===== config.mk =====
export PLATFORM = sky130hd
export DESIGN_NAME = mac_seq_multiplier
export DESIGN_NICKNAME = d
export VERILOG_FILES = /design/src/rtl/mac_pkg.sv /design/src/rtl/mac_seq_multiplier.sv
export SDC_FILE = /design/constraint.sdc
export NUM_CORES = 1
export LEC_CHECK = 0
export ABC_AREA = 1
export BUFFER_PORTS_ARGS = -buffer_cell sky130_fd_sc_hd__buf_4
export CAP_MARGIN = 0
export CORE_ASPECT_RATIO = 1.2
export CORE_UTILIZATION = 59
export DETAILED_ROUTE_END_ITERATION = 8
export PLACE_DENSITY = 0.84
export SLEW_MARGIN = 30
export SYNTH_ARGS = -nofsm -noshare
export SYNTH_HDL_FRONTEND = slang
export SYNTH_SLANG_ARGS = --single-unit

===== constraint.sdc =====
create_clock -name clk -period 2.4 [get_ports clk]
set_input_delay 0.12 -clock clk [delete_from_list [all_inputs] [get_ports clk]]
set_output_delay 0.12 -clock clk [all_outputs]
set_load 0.05 [all_outputs]

===== src/rtl/mac_pkg.sv =====
// Shared MAC datapath constants and the multiplier state encoding.
// The accumulator downstream uses MAC_ACC_W (product width plus one carry bit).
package mac_pkg;

  localparam int MAC_WIDTH  = 8;
  localparam int MAC_PROD_W = 2 * MAC_WIDTH;
  localparam int MAC_ACC_W  = MAC_PROD_W + 1;

  typedef enum logic {
    ST_IDLE = 1'b0,
    ST_RUN  = 1'b1
  } state_t;

endpackage


===== src/rtl/mac_seq_multiplier.sv =====
// Shift-add unsigned multiplier, one multiplier bit per cycle, single-cycle valid pulse.
// Define MAC_MULT_EARLY_TERM_EN to finish as soon as the remaining multiplier bits are zero.
module mac_seq_multiplier
  import mac_pkg::*;
#(
  parameter int WIDTH = MAC_WIDTH
) (
  input  logic                 clk,
  input  logic                 rst,
  input  logic [WIDTH-1:0]     a_in,
  input  logic [WIDTH-1:0]     b_in,
  input  logic                 clear_in,
  input  logic                 start,
  output logic                 busy,
  output logic [2*WIDTH-1:0]   mult_result,
  output logic                 clear_mode,
  output logic                 valid
);

  localparam int PW = 2 * WIDTH;
  localparam int CW = $clog2(WIDTH + 1);

  state_t          state_q, state_d;
  logic [PW-1:0]   mcand_q, mcand_d;
  logic [WIDTH-1:0] mplier_q, mplier_d;
  logic [PW-1:0]   acc_q, acc_d;
  logic [CW-1:0]   cnt_q, cnt_d;
  logic            clr_q, clr_d;
  logic [PW-1:0]   mult_result_q, mult_result_d;
  logic            clear_mode_q, clear_mode_d;
  logic            valid_q, valid_d;

  logic [PW-1:0]    acc_next;
  logic [WIDTH-1:0] mplier_shift;
  logic             last_step;

  assign acc_next     = mplier_q[0] ? (acc_q + mcand_q) : acc_q;
  assign mplier_shift = mplier_q >> 1;

  always_comb begin
    last_step = (cnt_q == CW'(WIDTH - 1));
`ifdef MAC_MULT_EARLY_TERM_EN
    // No set bits left to consume: the accumulator already holds the product.
    last_step = last_step | (mplier_shift == '0);
`endif
  end

  // State register
  always_ff @(posedge clk or posedge rst) begin
    if (rst) state_q <= ST_IDLE;
    else     state_q <= state_d;
  end

  // Next-state logic
  always_comb begin
    state_d = state_q;
    case (state_q)
      ST_IDLE: if (start)     state_d = ST_RUN;
      ST_RUN:  if (last_step) state_d = ST_IDLE;
      default:                state_d = ST_IDLE;
    endcase
  end

  // Output decode
  always_comb begin
    busy = (state_q == ST_RUN);
  end

  always_comb begin
    mcand_d       = mcand_q;
    mplier_d      = mplier_q;
    acc_d         = acc_q;
    cnt_d         = cnt_q;
    clr_d         = clr_q;
    mult_result_d = mult_result_q;
    clear_mode_d  = clear_mode_q;
    valid_d       = 1'b0;
    if (state_q == ST_IDLE) begin
      if (start) begin
        mcand_d  = {{WIDTH{1'b0}}, a_in};
        mplier_d = b_in;
        acc_d    = '0;
        cnt_d    = '0;
        clr_d    = clear_in;
      end
    end else begin
      acc_d    = acc_next;
      mcand_d  = mcand_q << 1;
      mplier_d = mplier_shift;
      cnt_d    = cnt_q + CW'(1);
      if (last_step) begin
        mult_result_d = acc_next;
        clear_mode_d  = clr_q;
        valid_d       = 1'b1;
      end
    end
  end

  always_ff @(posedge clk or posedge rst) begin
    if (rst) begin
      mcand_q       <= '0;
      mplier_q      <= '0;
      acc_q         <= '0;
      cnt_q         <= '0;
      clr_q         <= 1'b0;
      mult_result_q <= '0;
      clear_mode_q  <= 1'b0;
      valid_q       <= 1'b0;
    end else begin
      mcand_q       <= mcand_d;
      mplier_q      <= mplier_d;
      acc_q         <= acc_d;
      cnt_q         <= cnt_d;
      clr_q         <= clr_d;
      mult_result_q <= mult_result_d;
      clear_mode_q  <= clear_mode_d;
      valid_q       <= valid_d;
    end
  end

  assign mult_result = mult_result_q;
  assign clear_mode  = clear_mode_q;
  assign valid       = valid_q;

endmodule


==> flow_summary.rst <==
.. list-table::
   :header-rows: 1

   * - Metric
     - Value
   * - GRT Total Usage
     - 30.6%
   * - Pin count of the biggest net entering global routing
     - 28
   * - Post-CTS Hold Fix Bufs
     - 16
   * - Total inserted antenna cells
     - 0
   * - Total via count after detailed routing
     - 3235
   * - WL/cell
     - 14.5 um
   * - Vias in the first global route
     - between 3000 and 4000
   * - GRT Residual Overflow
     - 0
   * - Share of cells above drive strength 1
     - 19.6%
   * - Count of yosys warnings during synthesis
     - 0
   * - Hold/Removal Path Class
     - input port to register
   * - Synth Cell Area
     - about 0.0037 sq mm
   * - Clock slew seen by the registers of the worst setup and hold paths
     - around 80 ps
   * - Critical Setup Path Class
     - register to register
   * - Starting utilization of the core area
     - between 60% and 70%
   * - Post-detailed-route DRC marker count
     - 0
   * - Sum Neg Setup Slack
     - 0 ps
   * - Critical path capture point type
     - register
   * - Initial detailed-routing violation count
     - between 200 and 300
   * - Shortest clock period the worst path allows after layout
     - just under 2000 ps
   * - Die ar.
     - 0.00651 sq mm
   * - Remaining max-slew budget at the tightest pin
     - 64.5%
   * - Hold Fails Final Rpt
     - 0
   * - DRT Wirelength
     - 8.81 mm
   * - Die Span X
     - 73.8 um
   * - Peak Freq
     - 504 MHz
   * - Gate count of the mapped netlist
     - 463
   * - Metal3 WL
     - between 300 and 400 um
   * - Net count of the mapped netlist
     - 500
   * - Iteration count of the initial detailed-routing pass
     - 4
   * - CTS tree
     - yes
   * - Most used flip-flop cell after synthesis
     - sky130_fd_sc_hd__dfrtp_1
   * - Number of sinks driven by the clock tree
     - 64
   * - EDFF count, synth
     - 0
   * - Max VDD drop
     - between 0.8 and 0.9 mV
   * - Clock buffers created by TritonCTS
     - 9
   * - Final cell count without fillers
     - roughly 600
   * - Total power draw
     - roughly 6.2 mW
   * - Number of rows in the core area
     - 31
   * - Worst endpoint data arrival time
     - between 2000 and 2500 ps
   * - Critical path fanouts, max
     - 3
   * - Final layout net count
     - approximately 560
   * - Top-Level Pins
     - 39
   * - Number of max-slew violations in the final report
     - 0
   * - Detailed placer's ending HPWL
     - between 5 and 6 mm
   * - Die height
     - 88.2 um
   * - Placed Cells
     - 576
   * - Result of the run
     - finished, final reports clean
   * - Clk root buf
     - sky130_fd_sc_hd__clkbuf_8
   * - Fraction of synthesis flops using an asynchronous set or reset pin
     - 100%
   * - Amount of wire on met2 after detailed routing
     - 4.62 mm
   * - Final number of setup-violating endpoints
     - 0
   * - Final cycle utilization of the critical path
     - 82.7%
   * - Post-CTS setup repair buffer count
     - 0
   * - Max-capacitance violation count
     - 0
   * - Source-to-sink clock delay at the later pin of the worst-skew pair
     - 350 ps
   * - Mean instance size in the synthesized netlist
     - 7.89 sq um
   * - Final core utilization
     - 72.6%
   * - Standard cell core area
     - 0.00601 sq mm
   * - Leakage component of the power
     - 2.30 nW
   * - # resized after CTS
     - 0
   * - PortBufs
     - 38
   * - Required time reported for the critical path endpoint
     - between 2000 and 3000 ps
   * - Maximum number of buffers from clock root to sink
     - 2
   * - Power density normalized to cell area
     - 1420 mW/mm^2
   * - Leading cell type by number of instances after synthesis
     - sky130_fd_sc_hd__nand2_1
   * - Initial antenna violation count
     - 0
   * - Synth Register Bits
     - 64
   * - Layout overhead on the synthesized area
     - 19.5%
   * - Highest metal layer with signal wires
     - met4
   * - Seq/Total Area, Yosys
     - 43.8%
   * - Setup Skew
     - 6.50 ps
   * - Proportion of netlist area held by the largest area contributor
     - 43.8%
   * - # H-tree levels
     - 3
   * - Fillcell total
     - approximately 430
   * - Final weighted congestion in routability-driven placement
     - ~0.91
   * - Biggest area consumer among synthesized cells
     - sky130_fd_sc_hd__dfrtp_1
   * - Commonest cells in the netlist
     - sky130_fd_sc_hd__nand2_1, sky130_fd_sc_hd__dfrtp_1, sky130_fd_sc_hd__inv_1, sky130_fd_sc_hd__nand3_1, sky130_fd_sc_hd__ha_1
   * - Worst Tran Pin Value
     - 531 ps
   * - Unique masters post-synth
     - 37
   * - Critical path startpoint category
     - register
   * - Top cells by area in the synthesized netlist
     - sky130_fd_sc_hd__dfrtp_1, sky130_fd_sc_hd__nand2_1, sky130_fd_sc_hd__inv_1
   * - Remaining antenna violation count after routing
     - 0
   * - Wire length on met1
     - 3.61 mm
   * - First-pass GRT wire length
     - 14.7 mm
   * - Vias per inst
     - 5.32
   * - Setup repair after global routing missed its margin
     - no
==> path summary, 6_finish.rpt <==
kind,start,cells after the start,endpoint,slack (ps)
worst min-delay path,a_in[1],3,mcand_q[1]$_DFFE_PP0P_,10
worst max register to register,mcand_q[0]$_DFFE_PP0P_,11,acc_q[12]$_DFFE_PP0P_,420
min in group asynchronous,rst,3,cnt_q[3]$_DFFE_PP0P_,360
max in group asynchronous,rst,4,acc_q[6]$_DFFE_PP0P_,1370
worst min register to register,mult_result[10]$_DFFE_PP0P_,2,mult_result[10]$_DFFE_PP0P_,480
worst max-delay path,mcand_q[0]$_DFFE_PP0P_,11,acc_q[12]$_DFFE_PP0P_,420
==> report_power, final <==
part / switching [mW] / total [mW] / internal (mW) / leakage [nW]
logic: 2.17 / 3.36 / 1.19 / 1.39
clock network: 0.476 / 0.967 / 0.492 / 0.0982
registers: 0.342 / 1.88 / 1.54 / 0.820
==> through the flow <==
step	cell area, sq um	hold WS (ps)	setup slack, ps
finish	4360	11.4	416
CTS	4360	5.76	420
floorplan	3650	230	655
detailed placement	4000	195	471
global route	4360	17.3	259
global placement	4000	187	541
==> layout make-up <==
class	count	area [sq um]	area share [%]
clock buffer	9	124	2.84
multi-input combinational	318	1710	39.1
clock inverter	7	78.8	1.81
timing repair buffer	61	498	11.4
inverter	67	251	5.76
sequential	64	1600	36.7
tap	82	103	2.35
==> logic make-up (layout without fill, tap and decap cells) <==
kind of cell | after synthesis | after routing | synth area share, %
AND/OR/NAND/NOR | 243 | 243 | 30.5
buffers and inverters | 81 | 144 | 9.42
flip-flops | 64 | 64 | 43.8
AO/OA/AOI/OAI | 52 | 52 | 8.73
adder cells (fa/ha/maj) | 17 | 17 | 6.03
XOR/XNOR | 5 | 5 | 1.20
multiplexers | 1 | 1 | 0.274
==> layer usage <==
| layer | GRT usage [%] | vias to the layer above |
|---|---|---|
| met2 | 54.9 | 84 |
| met3 | 5.18 | 20 |
| met1 | 36.1 | 1526 |
| met4 | 12.2 | 0 |
| li1 | - | 1605 |
| met5 | 0 | - |
==> critical path, stage by stage, from the launching register on <==
cell and delay (ps):
sky130_fd_sc_hd__dfrtp_1 420, sky130_fd_sc_hd__ha_1 240, sky130_fd_sc_hd__fa_1 410, sky130_fd_sc_hd__nand2_1 80, sky130_fd_sc_hd__nand2_1 80, sky130_fd_sc_hd__and2_4 160
sky130_fd_sc_hd__nand3_1 90, sky130_fd_sc_hd__nand3_1 100, sky130_fd_sc_hd__nand2_1 90, sky130_fd_sc_hd__nand3_1 90, sky130_fd_sc_hd__nand3_1 90, sky130_fd_sc_hd__nand2_1 50
==> registers in the layout, indices dropped and copies added, names as in the netlist <==
signal and flops:
cnt_q 4, clear_mode 1, mplier_q 8, acc_q 16, mcand_q 16, clr_q 1
mult_result 16, busy 1, valid 1
==> cell usage in the layout (no fill, tap or decap), types with 2 or more instances in the layout <==
master,count
sky130_fd_sc_hd__nand2_1,156
sky130_fd_sc_hd__nand3_1,40
sky130_fd_sc_hd__inv_6,2
sky130_fd_sc_hd__ha_1,16
sky130_fd_sc_hd__o21ai_1,15
sky130_fd_sc_hd__nand2_2,10
sky130_fd_sc_hd__a22o_1,3
sky130_fd_sc_hd__inv_2,9
sky130_fd_sc_hd__dlygate4sd3_1,16
sky130_fd_sc_hd__clkinvlp_4,2
sky130_fd_sc_hd__dfrtp_1,64
sky130_fd_sc_hd__inv_1,58
sky130_fd_sc_hd__or2_2,8
sky130_fd_sc_hd__nand4_1,2
sky130_fd_sc_hd__nor3_2,3
sky130_fd_sc_hd__and2_4,2
sky130_fd_sc_hd__a21oi_1,5
sky130_fd_sc_hd__o221ai_1,6
sky130_fd_sc_hd__o21ai_0,8
sky130_fd_sc_hd__nand3_2,5
sky130_fd_sc_hd__buf_4,45
sky130_fd_sc_hd__xnor2_1,3
sky130_fd_sc_hd__clkbuf_8,9
sky130_fd_sc_hd__nor2_1,11
sky130_fd_sc_hd__xor2_1,2
sky130_fd_sc_hd__o22ai_1,10
sky130_fd_sc_hd__o211ai_1,2
No activity file was read; power rests on OpenSTA's default activity.
